[src/rtl/mips_pkg.sv]
// Shared definitions for the MIPS decode path: ALU operation codes,
// opcode/funct constants and the EX-stage control bundle.
package mips_pkg;

  localparam logic [3:0] ALU_ADD     = 4'b0000;
  localparam logic [3:0] ALU_SUB     = 4'b0001;
  localparam logic [3:0] ALU_SLT     = 4'b0010;
  localparam logic [3:0] ALU_SRL     = 4'b0011;
  localparam logic [3:0] ALU_SRLV    = 4'b0100;
  localparam logic [3:0] ALU_SLL     = 4'b0101;
  localparam logic [3:0] ALU_SLLV    = 4'b0110;
  localparam logic [3:0] ALU_SRA     = 4'b0111;
  localparam logic [3:0] ALU_SRAV    = 4'b1000;
  localparam logic [3:0] ALU_AND     = 4'b1001;
  localparam logic [3:0] ALU_NOR     = 4'b1010;
  localparam logic [3:0] ALU_OR      = 4'b1011;
  localparam logic [3:0] ALU_XOR     = 4'b1100;
  localparam logic [3:0] ALU_ILLEGAL = 4'b1111;

  localparam logic [5:0] OP_RTYPE = 6'b000000;
  localparam logic [5:0] OP_ADDI  = 6'b001000;
  localparam logic [5:0] OP_ADDIU = 6'b001001;
  localparam logic [5:0] OP_ANDI  = 6'b001100;
  localparam logic [5:0] OP_ORI   = 6'b001101;
  localparam logic [5:0] OP_XORI  = 6'b001110;
  localparam logic [5:0] OP_LW    = 6'b100011;
  localparam logic [5:0] OP_SW    = 6'b101011;
  localparam logic [5:0] OP_BEQ   = 6'b000100;
  localparam logic [5:0] OP_BNE   = 6'b000101;

  localparam logic [5:0] FN_SLL  = 6'b000000;
  localparam logic [5:0] FN_SRL  = 6'b000010;
  localparam logic [5:0] FN_SRA  = 6'b000011;
  localparam logic [5:0] FN_SLLV = 6'b000100;
  localparam logic [5:0] FN_SRLV = 6'b000110;
  localparam logic [5:0] FN_SRAV = 6'b000111;
  localparam logic [5:0] FN_ADD  = 6'b100000;
  localparam logic [5:0] FN_ADDU = 6'b100001;
  localparam logic [5:0] FN_SUB  = 6'b100010;
  localparam logic [5:0] FN_SUBU = 6'b100011;
  localparam logic [5:0] FN_AND  = 6'b100100;
  localparam logic [5:0] FN_OR   = 6'b100101;
  localparam logic [5:0] FN_XOR  = 6'b100110;
  localparam logic [5:0] FN_NOR  = 6'b100111;
  localparam logic [5:0] FN_SLT  = 6'b101010;

  typedef struct packed {
    logic [3:0] alu_ctrl;
    logic       alu_src;
    logic       zero_ext;
    logic [4:0] shamt;
    logic [4:0] rs;
    logic [4:0] rt;
    logic [4:0] dest;
    logic       reg_write;
    logic       mem_read;
    logic       mem_write;
    logic       mem_to_reg;
    logic       beq;
    logic       bne;
    logic       illegal;
  } ctrl_t;

  localparam ctrl_t CTRL_BUBBLE = '0;

endpackage

[src/rtl/ctrl_decode.sv]
// Combinational instruction decoder: instruction word to EX control bundle,
// plus which register fields are genuinely read (for hazard detection).
module ctrl_decode
  import mips_pkg::*;
(
  input  logic [31:0] instr,
  output ctrl_t       ctrl,
  output logic        rs_used,
  output logic        rt_used
);

  logic [5:0] opcode;
  logic [5:0] funct;
  logic       legal;

  assign opcode = instr[31:26];
  assign funct  = instr[5:0];

  // Decode opcode/funct; unsupported encodings collapse to the illegal bundle.
  always_comb begin
    ctrl       = CTRL_BUBBLE;
    rs_used    = 1'b0;
    rt_used    = 1'b0;
    legal      = 1'b1;
    ctrl.shamt = instr[10:6];
    ctrl.rs    = instr[25:21];
    ctrl.rt    = instr[20:16];

    case (opcode)
      OP_RTYPE: begin
        ctrl.dest      = instr[15:11];
        ctrl.reg_write = 1'b1;
        rs_used        = 1'b1;
        rt_used        = 1'b1;
        case (funct)
          FN_ADD, FN_ADDU: ctrl.alu_ctrl = ALU_ADD;
          FN_SUB, FN_SUBU: ctrl.alu_ctrl = ALU_SUB;
          FN_AND:          ctrl.alu_ctrl = ALU_AND;
          FN_OR:           ctrl.alu_ctrl = ALU_OR;
          FN_XOR:          ctrl.alu_ctrl = ALU_XOR;
          FN_NOR:          ctrl.alu_ctrl = ALU_NOR;
          FN_SLT:          ctrl.alu_ctrl = ALU_SLT;
          FN_SLLV:         ctrl.alu_ctrl = ALU_SLLV;
          FN_SRLV:         ctrl.alu_ctrl = ALU_SRLV;
          FN_SRAV:         ctrl.alu_ctrl = ALU_SRAV;
          // Constant shifts take the amount from shamt, so rs is not read.
          FN_SLL: begin
            ctrl.alu_ctrl = ALU_SLL;
            rs_used       = 1'b0;
          end
          FN_SRL: begin
            ctrl.alu_ctrl = ALU_SRL;
            rs_used       = 1'b0;
          end
          FN_SRA: begin
            ctrl.alu_ctrl = ALU_SRA;
            rs_used       = 1'b0;
          end
          default: legal = 1'b0;
        endcase
      end
      OP_ADDI, OP_ADDIU: begin
        ctrl.alu_ctrl  = ALU_ADD;
        ctrl.alu_src   = 1'b1;
        ctrl.dest      = instr[20:16];
        ctrl.reg_write = 1'b1;
        rs_used        = 1'b1;
      end
      OP_ANDI, OP_ORI, OP_XORI: begin
        ctrl.alu_ctrl  = (opcode == OP_ANDI) ? ALU_AND :
                         (opcode == OP_ORI)  ? ALU_OR  : ALU_XOR;
        ctrl.alu_src   = 1'b1;
        ctrl.zero_ext  = 1'b1;
        ctrl.dest      = instr[20:16];
        ctrl.reg_write = 1'b1;
        rs_used        = 1'b1;
      end
      OP_LW: begin
        ctrl.alu_ctrl   = ALU_ADD;
        ctrl.alu_src    = 1'b1;
        ctrl.dest       = instr[20:16];
        ctrl.reg_write  = 1'b1;
        ctrl.mem_read   = 1'b1;
        ctrl.mem_to_reg = 1'b1;
        rs_used         = 1'b1;
      end
      OP_SW: begin
        ctrl.alu_ctrl  = ALU_ADD;
        ctrl.alu_src   = 1'b1;
        ctrl.dest      = instr[20:16];
        ctrl.mem_write = 1'b1;
        rs_used        = 1'b1;
        rt_used        = 1'b1;
      end
      OP_BEQ, OP_BNE: begin
        ctrl.alu_ctrl = ALU_SUB;
        ctrl.dest     = instr[20:16];
        ctrl.beq      = (opcode == OP_BEQ);
        ctrl.bne      = (opcode == OP_BNE);
        rs_used       = 1'b1;
        rt_used       = 1'b1;
      end
      default: legal = 1'b0;
    endcase

    // Illegal: keep only the raw register/shamt fields, no side effects.
    if (!legal) begin
      ctrl          = CTRL_BUBBLE;
      ctrl.shamt    = instr[10:6];
      ctrl.rs       = instr[25:21];
      ctrl.rt       = instr[20:16];
      ctrl.alu_ctrl = ALU_ILLEGAL;
      ctrl.illegal  = 1'b1;
      rs_used       = 1'b0;
      rt_used       = 1'b0;
    end
  end

endmodule

[src/rtl/id_ex_decode.sv]
// ID-stage decode plus ID/EX pipeline register with load-use hazard
// detection, bubble insertion, external stall and flush.
module id_ex_decode
  import mips_pkg::*;
(
  input  logic        clk,
  input  logic        rst_n,
  input  logic [31:0] id_instr,
  input  logic        id_valid,
  input  logic        stall,
  input  logic        flush,
  output logic        hazard_stall,
  output logic        ex_valid,
  output logic [3:0]  ex_alu_ctrl,
  output logic        ex_alu_src,
  output logic        ex_zero_ext,
  output logic [4:0]  ex_shamt,
  output logic [4:0]  ex_rs,
  output logic [4:0]  ex_rt,
  output logic [4:0]  ex_dest,
  output logic        ex_reg_write,
  output logic        ex_mem_read,
  output logic        ex_mem_write,
  output logic        ex_mem_to_reg,
  output logic        ex_beq,
  output logic        ex_bne,
  output logic        ex_illegal
);

  ctrl_t id_ctrl;
  ctrl_t ex_ctrl;
  logic  rs_used;
  logic  rt_used;
  logic  ex_valid_q;
  logic  load_use;

  ctrl_decode u_ctrl_decode (
    .instr   (id_instr),
    .ctrl    (id_ctrl),
    .rs_used (rs_used),
    .rt_used (rt_used)
  );

  // Load-use compare against the current EX contents only; a flush kills
  // the ID instruction so there is nothing to hold the front end for.
  always_comb begin
    load_use = id_valid && ex_valid_q && ex_ctrl.mem_read && (ex_ctrl.dest != 5'd0) &&
               ((rs_used && (id_ctrl.rs == ex_ctrl.dest)) ||
                (rt_used && (id_ctrl.rt == ex_ctrl.dest)));
    hazard_stall = load_use && !flush;
  end

  // EX register: flush > stall > hazard bubble > issue (invalid ID issues a bubble).
  always_ff @(posedge clk or negedge rst_n) begin
    if (!rst_n) begin
      ex_ctrl    <= CTRL_BUBBLE;
      ex_valid_q <= 1'b0;
    end else if (flush) begin
      ex_ctrl    <= CTRL_BUBBLE;
      ex_valid_q <= 1'b0;
    end else if (stall) begin
      ex_ctrl    <= ex_ctrl;
      ex_valid_q <= ex_valid_q;
    end else if (load_use || !id_valid) begin
      ex_ctrl    <= CTRL_BUBBLE;
      ex_valid_q <= 1'b0;
    end else begin
      ex_ctrl    <= id_ctrl;
      ex_valid_q <= 1'b1;
    end
  end

  assign ex_valid      = ex_valid_q;
  assign ex_alu_ctrl   = ex_ctrl.alu_ctrl;
  assign ex_alu_src    = ex_ctrl.alu_src;
  assign ex_zero_ext   = ex_ctrl.zero_ext;
  assign ex_shamt      = ex_ctrl.shamt;
  assign ex_rs         = ex_ctrl.rs;
  assign ex_rt         = ex_ctrl.rt;
  assign ex_dest       = ex_ctrl.dest;
  assign ex_reg_write  = ex_ctrl.reg_write;
  assign ex_mem_read   = ex_ctrl.mem_read;
  assign ex_mem_write  = ex_ctrl.mem_write;
  assign ex_mem_to_reg = ex_ctrl.mem_to_reg;
  assign ex_beq        = ex_ctrl.beq;
  assign ex_bne        = ex_ctrl.bne;
  assign ex_illegal    = ex_ctrl.illegal;

endmodule

[config.mk]
export PLATFORM = sky130hd
export DESIGN_NAME = id_ex_decode
export DESIGN_NICKNAME = d
export VERILOG_FILES = /design/src/rtl/mips_pkg.sv /design/src/rtl/ctrl_decode.sv /design/src/rtl/id_ex_decode.sv
export SDC_FILE = /design/constraint.sdc
export NUM_CORES = 1
export LEC_CHECK = 0
export ABC_CLOCK_PERIOD_IN_PS = 2120
export BUFFER_PORTS_ARGS = -buffer_cell sky130_fd_sc_hd__buf_2
export CORE_MARGIN = 2
export CORE_UTILIZATION = 50
export CTS_BUF_LIST = sky130_fd_sc_hd__clkbuf_8
export DETAILED_ROUTE_END_ITERATION = 10
export GPL_TIMING_DRIVEN = 1
export PLACE_DENSITY = 0.82
export SETUP_SLACK_MARGIN = 0.3
export SLEW_MARGIN = 20
export SYNTH_ARGS = -nofsm -noshare
export SYNTH_HDL_FRONTEND = slang
export SYNTH_SLANG_ARGS = --single-unit
[constraint.sdc]
create_clock -name clk -period 2.12 [get_ports clk]
set_input_delay 0 -clock clk [delete_from_list [all_inputs] [get_ports clk]]
set_output_delay 0 -clock clk [all_outputs]
set_load 0.005 [all_outputs]
# == Word level (Yosys, flattened, before mapping) ==
# Index checks and enable logic that the tools add are counted.
# totals
wordCells,89
input_bits,37
ff_bits,34
# classes
eq_ne,26
n_mux,25
reduce_logical,23
# ops
operator,n
33-bit two-way mux,4
"6-bit equality test, second input constant",11
4-bit one-hot mux with 12 select lines,1
"6-bit by 3-bit equality test with 1-bit output, second input constant",5
"6-bit by 4-bit equality test with 1-bit output, second input constant",5
15-bit OR reduction,1
7-bit OR reduction,2
1-bit two-way mux,13
"6-bit by 2-bit equality test with 1-bit output, second input constant",2
6-bit logical NOT,2
4-bit one-hot mux with 3 select lines,1
5-bit equality test,2
5-bit one-hot mux with 2 select lines,1
9-bit OR reduction,1
1-bit logical AND,7
3-bit OR reduction,2
5-bit nonzero test,1
4-bit two-way mux,1
1-bit one-hot mux with 2 select lines,2
2-bit OR reduction,2
4-bit OR reduction,1
3-bit two-way mux,1
1-bit logical NOT,2
1-bit logical OR,2
2 further kinds,2

# == Logic depth before layout (Yosys ltp) ==
# depth
depth_word,13
mapped_depth,9

# == Modules after synthesis ==
# A second synthesis with hierarchy kept.
# hier_totals
hier_cells,268
hier_area_um2,2348.5
# by_module_without_submodules
mod,seq_area_each_um2,cells_each,area_each_um2,instances
id_ex_decode,850.8,173,1715.4,1
ctrl_decode,0.0,95,633.1,1

# == Worst setup path before layout ==
# Ideal clock, no wire load.
# synth_path
path_type,register -> register
from,reg ex_ctrl (netlist bit ex_dest[2])
to,reg ex_ctrl (netlist bit ex_alu_src)
slack_ns,0.358
t_arrival_ns,1.640
path_stages_with_launch,8
synth_period_minus_slack_ns,1.762
path_cell_list,dfrtp_1 xor2_1 nor4_1 nand4_1 o41ai_4 a31oi_4 buf_6 a32o_1
# synth_between
elab_chain_len,8
elab_cells_between_ends,12
cone_classes,eq/ne (2); mux (3); reduce/logical (7)
# synth_rtl
element,line_no,rtl
from (decl),id_ex_decode.sv:31,ctrl_t ex_ctrl;
from (signal assigned),id_ex_decode.sv:62,ex_ctrl <= ex_ctrl;
from (signal assigned),id_ex_decode.sv:68,ex_ctrl <= id_ctrl;
5-bit equality test (on tied branches),"id_ex_decode.sv:48, id_ex_decode.sv:49",
1-bit logical AND (on tied branches),"id_ex_decode.sv:48, id_ex_decode.sv:49",
1-bit logical OR,id_ex_decode.sv:48,((rs_used && (id_ctrl.rs == ex_ctrl.dest)) ||
1-bit logical AND (*),id_ex_decode.sv:47,load_use = id_valid && ex_valid_q && ex_ctrl.mem_read && (ex_ctrl.dest != 5'd0) &&
1-bit logical OR (*),id_ex_decode.sv:64,end else if (load_use || !id_valid) begin
33-bit two-way mux (*),id_ex_decode.sv:64,
33-bit two-way mux (*),id_ex_decode.sv:61,end else if (stall) begin
33-bit two-way mux (*),id_ex_decode.sv:58,end else if (flush) begin
# Mark *: on every way between the ends. The rest lies on a longest branch, timed or not. The select of a mux whose other input is x is not followed.
# A chain may end at the register's enable or synchronous reset.

# == Worst setup path after layout ==
# layout_path
from,reg ex_ctrl (netlist bit ex_dest[1])
to,out hazard_stall
# layout_between
elab_chain_len,5
elab_cells_between_ends,9
cone_classes,eq/ne (2); reduce/logical (7)
# layout_rtl
element,line_no,rtl
5-bit equality test (on tied branches),"id_ex_decode.sv:48, id_ex_decode.sv:49",
1-bit logical AND (on tied branches),"id_ex_decode.sv:48, id_ex_decode.sv:49",
1-bit logical OR,id_ex_decode.sv:48,
1-bit logical AND (*),id_ex_decode.sv:47,
1-bit logical AND (*),id_ex_decode.sv:50,hazard_stall = load_use && !flush;
to (decl),id_ex_decode.sv:12,"output logic hazard_stall,"
# Mark *: on every way between the ends. The rest lies on a longest branch, timed or not.

==> impl_metrics.py <==
metrics = {
    "floorplanning": {
        "die_h_um": 64.7,
        "die_area_um2": 4180,
        "num_rows": 22,
        "core_um2": 3610,
        "start_util": 0.511,
        "chipWidth_um": 64.7,
        "io_pins": 72,
    },
    "yosys": {
        "synth_cells": 180,
        "synth.avg_cell_area_um2": 10.2,
        "synth_cell_type_count": 43,
        "ys_async_sr_fraction": 1.00,
        "synth-main-ff-cell": "dfrtp_1",
        "ys_warn_count": 0,
        "synth_area_leader_cell": "dfrtp_1",
        "synth-seq-cells": 33,
        "synth_area_leaders": "dfrtp_1 (45%), a22o_1 (15%), nor2_1 (3.1%)",
        "synth.net_count": 217,
        "seq_area_frac_synth": 0.448,
        "netlist_area_um2": 1840,
        "synth-edff-count": 0,
        "synth_top_area_frac": 0.448,
    },
    "finish": {
        "area_growth_pct": 39.9,
        "layout_common_cells": "buf_2 (71), a22o_1 (31), dfrtp_1 (30), dlygate4sd3_1 (16), nor2_1 (15)",
        "regArea_um2": 830,
        "layout.cells.most_common": "buf_2",
        "layout-drive-gt1-share": 0.370,
        "instances_no_fill": 321,
        "final_core_util": 0.714,
        "fillers": 264,
        "diodes": 0,
        "fin_nets": 309,
        "multi_input_area_um2": 957,
    },
    "clock_network": {
        "cts_tree": "built",
        "worstSkewPairLatency_ns": 0.29,
        "numCtsBuffers": 5,
        "clockBufferDepth": 2,
        "htreeDepth": 2,
        "clock_tree.root_cell": "clkbuf_8",
        "clk_pin_slew_ns": 0.07,
        "clock_sinks": 33,
    },
    "sta": {
        "slew_headroom": 0.506,
        "max_freq_mhz": 498,
        "rsz0062_at_grt": "yes",
        "worst_pin_slew_ns": 0.741,
        "hold_viol_final": 1,
        "setup_violations": 0,
        "period_share": 0.948,
        "fin_worst_skew_ns": 0.00881,
        "whs_ns": -0.0000316,
        "slew_viol_final": 0,
        "period_minus_slack_ns": 2.01,
    },
    "routing": {
        "drc": 0,
        "viasPerCell": 5.82,
        "vias": 1868,
        "drt_iter0_markers": 201,
        "wl_per_cell_um": 17.1,
        "drtAntennaViolNets": 0,
        "first_pass_iters": 4,
        "drt-total-wl_mm": 5.48,
    },
    "flow_run": {
        "max-cap-violations": 0,
    },
    "status": {
        "status": "finished, violations left",
        "violations": "hold timing",
    },
    "worst_setup_path": {
        "required_ns": 2.12,
        "critPathLaunchType": "register",
        "setup.worst_path.end_class": "output port",
        "cp_max_fo": 4,
        "critical_path_arrival_ns": 2.01,
        "worstSetupPathType": "reg2out",
    },
    "placed_design": {
        "dpl.hpwl_mm": 3.26,
        "portBuffers": 71,
        "dp.cells": 289,
        "place_congestion": 0.840,
    },
    "grt": {
        "grt_max_degree": 34,
        "grt_pass1_wl_mm": 8.63,
        "grtUsageTotal": 0.267,
        "overflow": 0,
        "first_global_vias": 1787,
        "antenna_found_initial": 0,
    },
    "pwr": {
        "ir_worst_vdd_uv": 296,
        "p_leak_nw": 1.32,
        "power_density_nw_per_um2": 586,
        "power_mw": 1.51,
    },
    "hold_path": {
        "min_path_type": "in2reg",
    },
}
==> metrics by stage <==
stage | hold slack (ns) | setup WS, ns | instance area, µm² | TNS, ns
finish | -0.0000316 | 0.111 | 2580 | 0
global route | 0.0109 | 0.0572 | 2580 | 0
CTS | 0.00308 | 0.167 | 2560 | 0
detailed placement | 0.0939 | -0.00115 | 2200 | -0.00115
global placement | 0.100 | 0.0215 | 2200 | 0
floorplan | -0.296 | 0.358 | 1840 | 0
==> area by class of cell <==
cell class	count	share of cell area
Multi-Input combinational cell	130	0.372
Sequential cell	33	0.322
Timing Repair Buffer	97	0.231
Clock buffer	6	0.0321
Tap cell	48	0.0233
Clock inverter	2	0.0131
Inverter	5	0.00729
==> final timing paths <==
| check | from | to | slack, ns | cells after the start |
|---|---|---|---|---|
| setup / recovery | ex_dest[1]$_DFFE_PN0P_ | hazard_stall | 0.11 | 7 |
| hold / removal | id_instr[16] | ex_rt[0]$_DFFE_PN0P_ | -0.00003 | 2 |
| setup reg to reg | ex_dest[1]$_DFFE_PN0P_ | ex_shamt[4]$_DFFE_PN0P_ | 0.13 | 7 |
| hold reg to reg | ex_alu_ctrl[0]$_DFFE_PN0P_ | ex_alu_ctrl[0]$_DFFE_PN0P_ | 0.50 | 1 |
| max in group asynchronous | rst_n | ex_dest[1]$_DFFE_PN0P_ | 1.31 | 2 |
| min in group asynchronous | rst_n | ex_alu_ctrl[0]$_DFFE_PN0P_ | 0.31 | 2 |
==> state kept, by name (all words and copies together), names as in the netlist, 4 cells and up <==
register     count
ex_rt            5
ex_shamt         5
ex_rs            5
ex_dest          5
ex_alu_ctrl      4
==> synth_stat cells (all sizes together), types with 2 or more instances <==
| cell | number |
|---|---|
| a22o | 31 |
| nor2 | 15 |
| inv | 5 |
| a31o | 3 |
| xor2 | 6 |
| nor3 | 3 |
| clkbuf | 5 |
| o311ai | 2 |
| nor2b | 3 |
| xnor2 | 4 |
| nand3 | 9 |
| o21ai | 2 |
| a31oi | 2 |
| a32o | 3 |
| or3 | 2 |
| a211oi | 2 |
| and2 | 2 |
| buf | 9 |
| o22ai | 2 |
| nand2 | 10 |
| a21oi | 6 |
| dfrtp | 33 |
| nand3b | 3 |
| nand2b | 3 |
| a21o | 3 |
==> critical path, stage by stage (launching register included) <==
cell     delay (ns)
dfrtp_2        0.43
xor2_1         0.15
nor4_1         0.33
nand4_1        0.19
o41ai_4        0.08
buf_6          0.18
and4b_1        0.23
buf_2          0.13
==> what timing repair did <==
action,CTS,global route
setup endpoints to repair,33,33
hold endpoints to repair,47,0
setup buffers,4,2
hold buffers,16,0
cloned,2,0
resized for setup,4,3
pin swaps,7,8
==> cell families (layout without fill, tap and decap cells) <==
family,count (synthesis),in the layout,share of synthesized area
AOI/OAI and AO/OA,62,64,0.295
xor gates and xnor gates,10,10,0.0476
buffers and inverters,19,110,0.0564
DFF,33,33,0.448
and+or+nand+nor,56,56,0.153
==> metal layers <==
layer,wire length [µm],vias up,GRT usage
met2,2720,89,0.447
met4,127,0,0.0931
met5,0,-,0
met1,2250,903,0.347
li1,-,862,-
met3,384,14,0.0503
==> report_power, final <==
| group | total (mW) | leakage, nW | switching [mW] | internal (mW) |
|---|---|---|---|---|
| Combinational | 0.243 | 0.810 | 0.133 | 0.110 |
| Sequential | 0.660 | 0.447 | 0.0117 | 0.648 |
| Clock | 0.607 | 0.0626 | 0.229 | 0.378 |
No activity file was read; power rests on OpenSTA's default activity.
